**config.mk**
```make
export PLATFORM = sky130hd
export DESIGN_NAME = axi_stream_mux_n
export DESIGN_NICKNAME = d
export VERILOG_FILES = /design/src/rtl/axi_stream_mux_n.sv
export SDC_FILE = /design/constraint.sdc
export NUM_CORES = 1
export LEC_CHECK = 0
export ABC_AREA = 0
export CAP_MARGIN = 40
export CORE_AREA = 2 2 128 130
export DETAILED_ROUTE_END_ITERATION = 10
export DIE_AREA = 0 0 130 132
export HOLD_SLACK_MARGIN = 0.03
export PLACE_DENSITY = 0.86
export SLEW_MARGIN = 30
export SYNTH_ARGS = -nofsm -noshare
export SYNTH_HDL_FRONTEND = slang
export SYNTH_SLANG_ARGS = --single-unit
```
**constraint.sdc**
```tcl
create_clock -name clock -period 7 [get_ports clock]
set_input_delay 1.4 -clock clock [delete_from_list [all_inputs] [get_ports clock]]
set_output_delay 1.4 -clock clock [all_outputs]
set_load 0.01 [all_outputs]
```
**src/rtl/axi_stream_mux_n.sv**
```systemverilog
// N-input AXI-stream multiplexer with a registered two-entry skid output stage.
// In packet mode the selection is frozen from the first beat of a packet until its tlast beat.
module axi_stream_mux_n #(
   parameter int DATA_WIDTH  = 16,
   parameter int DEST_WIDTH  = 8,
   parameter int USER_WIDTH  = 8,
   parameter int N_CHANNELS  = 8,
   parameter int PACKET_MODE = 1,
   parameter int SEL_WIDTH   = $clog2(N_CHANNELS)
) (
   input  logic                             clock,
   input  logic                             reset,
   input  logic [SEL_WIDTH-1:0]             address,
   input  logic [N_CHANNELS*DATA_WIDTH-1:0] stream_in_data,
   input  logic [N_CHANNELS*DEST_WIDTH-1:0] stream_in_dest,
   input  logic [N_CHANNELS*USER_WIDTH-1:0] stream_in_user,
   input  logic [N_CHANNELS-1:0]            stream_in_tlast,
   input  logic [N_CHANNELS-1:0]            stream_in_valid,
   output logic [N_CHANNELS-1:0]            stream_in_ready,
   output logic [DATA_WIDTH-1:0]            stream_out_data,
   output logic [DEST_WIDTH-1:0]            stream_out_dest,
   output logic [USER_WIDTH-1:0]            stream_out_user,
   output logic                             stream_out_tlast,
   output logic                             stream_out_valid,
   input  logic                             stream_out_ready,
   output logic [SEL_WIDTH-1:0]             active_channel,
   output logic                             channel_valid,
   output logic                             locked
);
   localparam int BEAT_WIDTH = DATA_WIDTH + DEST_WIDTH + USER_WIDTH + 1;
   localparam int N_SLOTS    = 1 << SEL_WIDTH;
   localparam logic [SEL_WIDTH:0] CHANNEL_LIMIT = (SEL_WIDTH+1)'(N_CHANNELS);

   typedef enum logic {IDLE, LOCKED} state_t;

   state_t                state_reg, state_next;
   logic [SEL_WIDTH-1:0]  sel_reg;
   logic                  sel_valid_reg;
   logic [BEAT_WIDTH-1:0] out_beat_reg, skid_beat_reg;
   logic                  out_valid_reg, skid_full_reg;

   logic [BEAT_WIDTH-1:0] beat_arr [N_SLOTS];
   logic [N_SLOTS-1:0]    valid_arr;
   logic [BEAT_WIDTH-1:0] sel_beat;
   logic                  take_ready, accept, accept_last, hold_sel, address_in_range;

   // Pad the channel table to a power of two so any address indexes safely.
   generate
      for (genvar gi = 0; gi < N_SLOTS; gi++) begin : g_slot
         if (gi < N_CHANNELS) begin : g_used
            assign beat_arr[gi]  = {stream_in_data[gi*DATA_WIDTH +: DATA_WIDTH],
                                    stream_in_dest[gi*DEST_WIDTH +: DEST_WIDTH],
                                    stream_in_user[gi*USER_WIDTH +: USER_WIDTH],
                                    stream_in_tlast[gi]};
            assign valid_arr[gi] = stream_in_valid[gi];
            assign stream_in_ready[gi] = take_ready & (sel_reg == SEL_WIDTH'(gi));
         end else begin : g_unused
            assign beat_arr[gi]  = '0;
            assign valid_arr[gi] = 1'b0;
         end
      end
   endgenerate

   assign take_ready       = sel_valid_reg & ~skid_full_reg;
   assign sel_beat         = beat_arr[sel_reg];
   assign accept           = take_ready & valid_arr[sel_reg];
   assign accept_last      = sel_beat[0];
   assign address_in_range = {1'b0, address} < CHANNEL_LIMIT;

   always_comb begin
      state_next = state_reg;
      if (PACKET_MODE != 0 && accept) begin
         if (state_reg == IDLE && !accept_last)
            state_next = LOCKED;
         else if (state_reg == LOCKED && accept_last)
            state_next = IDLE;
      end
   end

   // Freeze the selection on the edge that takes a packet's first beat as well.
   assign hold_sel = (state_reg == LOCKED) || (state_next == LOCKED);

   always_ff @(posedge clock or posedge reset) begin
      if (reset) begin
         state_reg     <= IDLE;
         sel_reg       <= '0;
         sel_valid_reg <= 1'b0;
      end else begin
         state_reg <= state_next;
         if (!hold_sel) begin
            sel_reg       <= address;
            sel_valid_reg <= address_in_range;
         end
      end
   end

   always_ff @(posedge clock or posedge reset) begin
      if (reset) begin
         out_valid_reg <= 1'b0;
         out_beat_reg  <= '0;
         skid_full_reg <= 1'b0;
         skid_beat_reg <= '0;
      end else if (!out_valid_reg || stream_out_ready) begin
         // Input ready is low while the skid holds a beat, so no accept competes here.
         if (skid_full_reg) begin
            out_beat_reg  <= skid_beat_reg;
            out_valid_reg <= 1'b1;
            skid_full_reg <= 1'b0;
         end else begin
            out_valid_reg <= accept;
            if (accept)
               out_beat_reg <= sel_beat;
         end
      end else if (accept) begin
         skid_beat_reg <= sel_beat;
         skid_full_reg <= 1'b1;
      end
   end

   assign {stream_out_data, stream_out_dest, stream_out_user, stream_out_tlast} = out_beat_reg;
   assign stream_out_valid = out_valid_reg;
   assign active_channel   = sel_reg;
   assign channel_valid    = sel_valid_reg;
   assign locked           = (state_reg == LOCKED);
endmodule

```
Word-level counts from Yosys, hierarchy flattened
Cells that the tools add are included.
Widths: inputs -> output; s select.
{ "totals": {"regBits": 73, "latch_bits": 0, "mem_bits_rw": 0, "mem_bits_ro": 0, "input_bits": 278, "out_inout_bits": 47, "word_cells": 54, "memories": 0} }
{ "op_classes": {"addsub": 0, "mul": 0, "div": 0, "n_lt_le_gt_ge": 2, "n_eq_ne": 7, "shift": 0, "n_mux": 13, "bitwise": 14, "reduce_logical": 11} }
{ "ops": {"columns": ["op", "count"], "rows": [
  ["$mux 33", 4],
  ["$bmux 33 s3", 1],
  ["$eq 3x3->1 const B", 4],
  ["$and 1x1->1", 10],
  ["$mux 1", 7],
  ["$eq 3x2->1 const B", 2],
  ["$ge 4x4->1 const B", 1],
  ["$lt 3x4->1 const B", 1],
  ["$not 3->4", 1],
  ["$reduce_and 2->1", 2],
  ["$reduce_bool 2->1", 2],
  ["$bmux 1 s3", 1],
  ["$eq 3x1->1 const B", 1],
  ["$logic_not 3->1", 1],
  ["$not 1->1", 3],
  ["$logic_and 1x1->1", 2],
  ["$logic_not 1->1", 2],
  ["$logic_or 1x1->1", 2]
]} }

Logic depth before layout (Yosys ltp)
{ "depth": {"ltp_word": 9, "mapped_depth": 9, "depth_no_buf": 4} }

Worst setup path before layout
Ideal clock, no wire load.
{ "synth_timing": {"kind": "register to output", "start": "register sel_reg[2] (netlist: active_channel[2])", "end": "output port stream_in_ready[4]", "t_arrival_ps": 1835, "t_required_ps": 5600, "slack_ps": 3765, "path_stages_with_launch": 8, "n_path_buf": 5, "cell_sequence": "dfrtp_1 -> buf_4 -> buf_2 -> buf_2 -> buf_2 -> clkbuf_1 -> nand2_1 -> nor3_1"} }
{ "synth_between": {"elab_chain_cells": 2} }
{ "synth_lines": {"columns": ["item", "line", "text"], "rows": [
  ["start, declared", "37", "logic [SEL_WIDTH-1:0] sel_reg;"],
  ["start signal, assigned", "91", "sel_reg <= address;"],
  ["$eq 3x3->1", "56", "assign stream_in_ready[gi] = take_ready & (sel_reg == SEL_WIDTH'(gi));"],
  ["$and 1x1->1", "56", null],
  ["end, declared", "19", "output logic [N_CHANNELS-1:0] stream_in_ready,"]
]} }
No other way between the ends.

Worst setup path after layout
{ "layout_timing": {"start": "register sel_reg[1] (netlist: active_channel[1])", "end": "output port stream_in_ready[3]"} }
{ "layout_between": {"elab_chain_cells": 2} }
{ "layout_lines": {"columns": ["item", "line"], "rows": [
  ["$eq 3x2->1", "56"],
  ["$and 1x1->1", "56"]
]} }
No other way between the ends.

==> run_results.csv <==
group,metric,value,unit
status,outcome,"complete, no violations",
pwr,powerDensity,402,nW/um2
setup_path,critPathRequiredTime,5.60,ns
floorplanning,die_x,130,um
timing,slew_headroom,45.1,%
floorplanning,dieArea,17200,um2
cts,hold_buffers,0,
pwr,cellLeakagePower,3.89,nW
setup_path,path_cells,"buf_4 > nand2_1 > nor2_1 > clkdlybuf4s50_1",
cells_and_area,drive_gt1_share,20.1,%
floorplanning,start_util,37.7,%
cts,clock_sinks,73,
global_routing,antenna_found_initial,0,
synth,synth_edf_count,0,
timing,finalHoldViolCount,0,
routing,drtIter0Drc,223,
timing,slew_violations,0,
routing,first_pass_iters,4,
cts,cts_setup_buffers,0,
timing,setup_viol,0,
cts,ctsResizeCount,0,
cts,clockBufferDepth,2,
cts,clk-insertion-delay-late,0.33,ns
pwr,p_int,2.42,mW
global_routing,grt_pass1_vias,5847,
setup_path,critPathMaxFanout,33,
cells_and_area,num_antenna_cells,0,
pwr,ir_worst_vdd,185,uV
synth,netlist_area,5920,um2
flow_run,cap_violations,0,
floorplanning,io_pins,325,
floorplanning,die_y,132,um
setup_path,worst-path-buf-inv,2,
routing,antenna_left,0,
pwr,p_sw,1.45,mW
global_routing,grt_max_degree,62,
synth,ys_types,42,
pwr,p_seq_share,22.2,%
synth,yosys_most_used_dff,"dfrtp_1",
setup_path,cp_top_family,"buffers and inverters",
cts,clkTransAtPathRegs,0.06,ns
timing,worst_pin_slew,0.823,ns
place,place_area,9280,um2
floorplanning,num_rows,46,
cts,root_buffer,"clkbuf_16",
min_path,hold_class,"flop to flop",
synth,synth-async-reset-ratio,100,%
synth,yosysWarningCount,0,
routing,wire_per_inst,19.9,um
synth,ys_seq_area_share,30.9,%
pwr,p_comb_share,64.0,%
timing,skew,0.00477,ns
setup_path,cp.arrival,2.58,ns
place,numPortBuffers,324,
place,gp_congestion,0.795,
synth,syn_avg_cell_area,12.2,um2
setup_path,critPathKind,"flop to output port",
cells_and_area,fin_nets,1060,
cts,cts_made_buffers,9,
synth,syn_inst,484,
setup_path,cp_slowest_cell,"dfrtp_4",
cells_and_area,final_cell_mix,"clkdlybuf4s50_1 (324), mux2_2 (88), dfrtp_1 (69), mux2i_1 (36), nand2_1 (24)",
cells_and_area,final_common_cell,"clkdlybuf4s50_1",
timing,fmax,0.251,GHz
cells_and_area,final_design_area_no_fill,9630,um2
pwr,p_clk_share,13.7,%
routing,drt-total-wl,20.0,mm
global_routing,grt_pass1_wl,30.6,mm
floorplanning,design.core.area,15700,um2
global_routing,overflow,0,
timing,min_period,3.98,ns
cells_and_area,syn2layout_area_growth,62.8,%
routing,routed-via-count,5409,
place,hpwl,15.7,mm
global_routing,grt_usage,23.3,%
timing,rsz0062_at_grt,"false",
routing,drc,0,
cts,cts_tree,"done",
cells_and_area,final_util,61.3,%
setup_path,slowest_delay,0.67,ns
synth,ys_ff_latch,73,
synth,synth.area.top_cells,"dfrtp_1 (31%), mux2_2 (17%), mux4_1 (10%)",
synth,syn_nets,762,
pwr,switching_share,37.5,%
timing,fin_crit_sh,56.9,%
cts,htree_levels,3,
synth,synth_top_area_cell,"dfrtp_1",
routing,via_per_inst,5.39,
setup_path,crit_path_end_kind,"output port",
setup_path,cp-start-kind,"flop",
synth,synth.top_cell.area_share,30.9,%
timing,fin_setup_tns,0,ns
[routing by layer]
layer	up-vias	track usage (%)	share of wire, %
met2	252	43.6	53
li1	2521	-	-
met1	2597	24.9	36
met5	-	0	0
met3	39	5.72	7.4
met4	0	8.60	3.1
[cells in the mapped netlist (all sizes together), types with 7 or more instances]
master	number
mux2	103
dfrtp	73
mux4	42
mux2i	36
buf	33
nand2	24
inv	17
a21oi	14
clkbuf	14
a311oi	13
a31oi	13
o211ai	13
nor2	10
and2	9
a211o	7
a211oi	7
a21o	7
a32o	7
nand2b	7
o22ai	7
[path summary, 6_finish.rpt]
path                              startpoint                  to  slack [ns]  cells past startpoint
max                        active_channel[1]  stream_in_ready[3]        3.02                      4
max in group asynchronous              reset   active_channel[1]        4.90                      4
min                         skid_beat_reg[0]    skid_beat_reg[0]        0.50                      1
min reg2reg                 skid_beat_reg[0]    skid_beat_reg[0]        0.50                      1
max reg2reg                active_channel[0]    out_beat_reg[18]        3.52                      6
min in group asynchronous              reset     out_beat_reg[5]        1.49                      3
[logic make-up after synthesis]
| kind of cell | synth area share [%] |
|---|---|
| flops | 30.9 |
| buf+inv | 5.60 |
| mux | 44.0 |
| simple gates | 6.11 |
| compound gates | 13.4 |
[power by group through the flow]
stage / clock network, mW / registers [mW] / logic, mW
final: 0.533 / 0.862 / 2.48
after global routing: 0.557 / 0.892 / 2.68
after CTS: 0.542 / 0.865 / 2.50
after detailed placement: 0 / 0.870 / 2.50
after global placement: 0 / 0.906 / 2.37
after floorplan: 0 / 0.799 / 1.79
[worst reg2reg max path, delay by kind of cell (launching register included)]
| family | cells | cell delay, ns |
|---|---|---|
| multiplexers | 1 | 0.43 |
| buffers and inverters | 2 | 0.83 |
| AND/OR/NAND/NOR | 1 | 0.33 |
| AO/OA/AOI/OAI | 2 | 1.46 |
| flip-flops | 1 | 0.34 |
[cell type report]
| cell class | count | area [um2] |
|---|---|---|
| Fill cell | 1292 | 6080 |
| Multi-Input combinational cell | 347 | 3770 |
| Timing Repair Buffer | 334 | 3350 |
| Sequential cell | 73 | 1840 |
| Tap cell | 216 | 270 |
| Clock buffer | 11 | 243 |
| Clock inverter | 5 | 103 |
| Inverter | 17 | 65.1 |
[stage by stage]
step | hold slack [ns] | setup WS (ns) | power [mW] | instances
after floorplan | 0.474 | 3.75 | 2.59 | 484
after global placement | 0.482 | 2.65 | 3.28 | 982
after detailed placement | 0.487 | 2.90 | 3.37 | 986
after CTS | 0.501 | 2.97 | 3.91 | 1002
after global routing | 0.513 | 2.84 | 4.13 | 1003
final | 0.500 | 3.02 | 3.87 | 1003
Power figures use the tool's default switching activity.
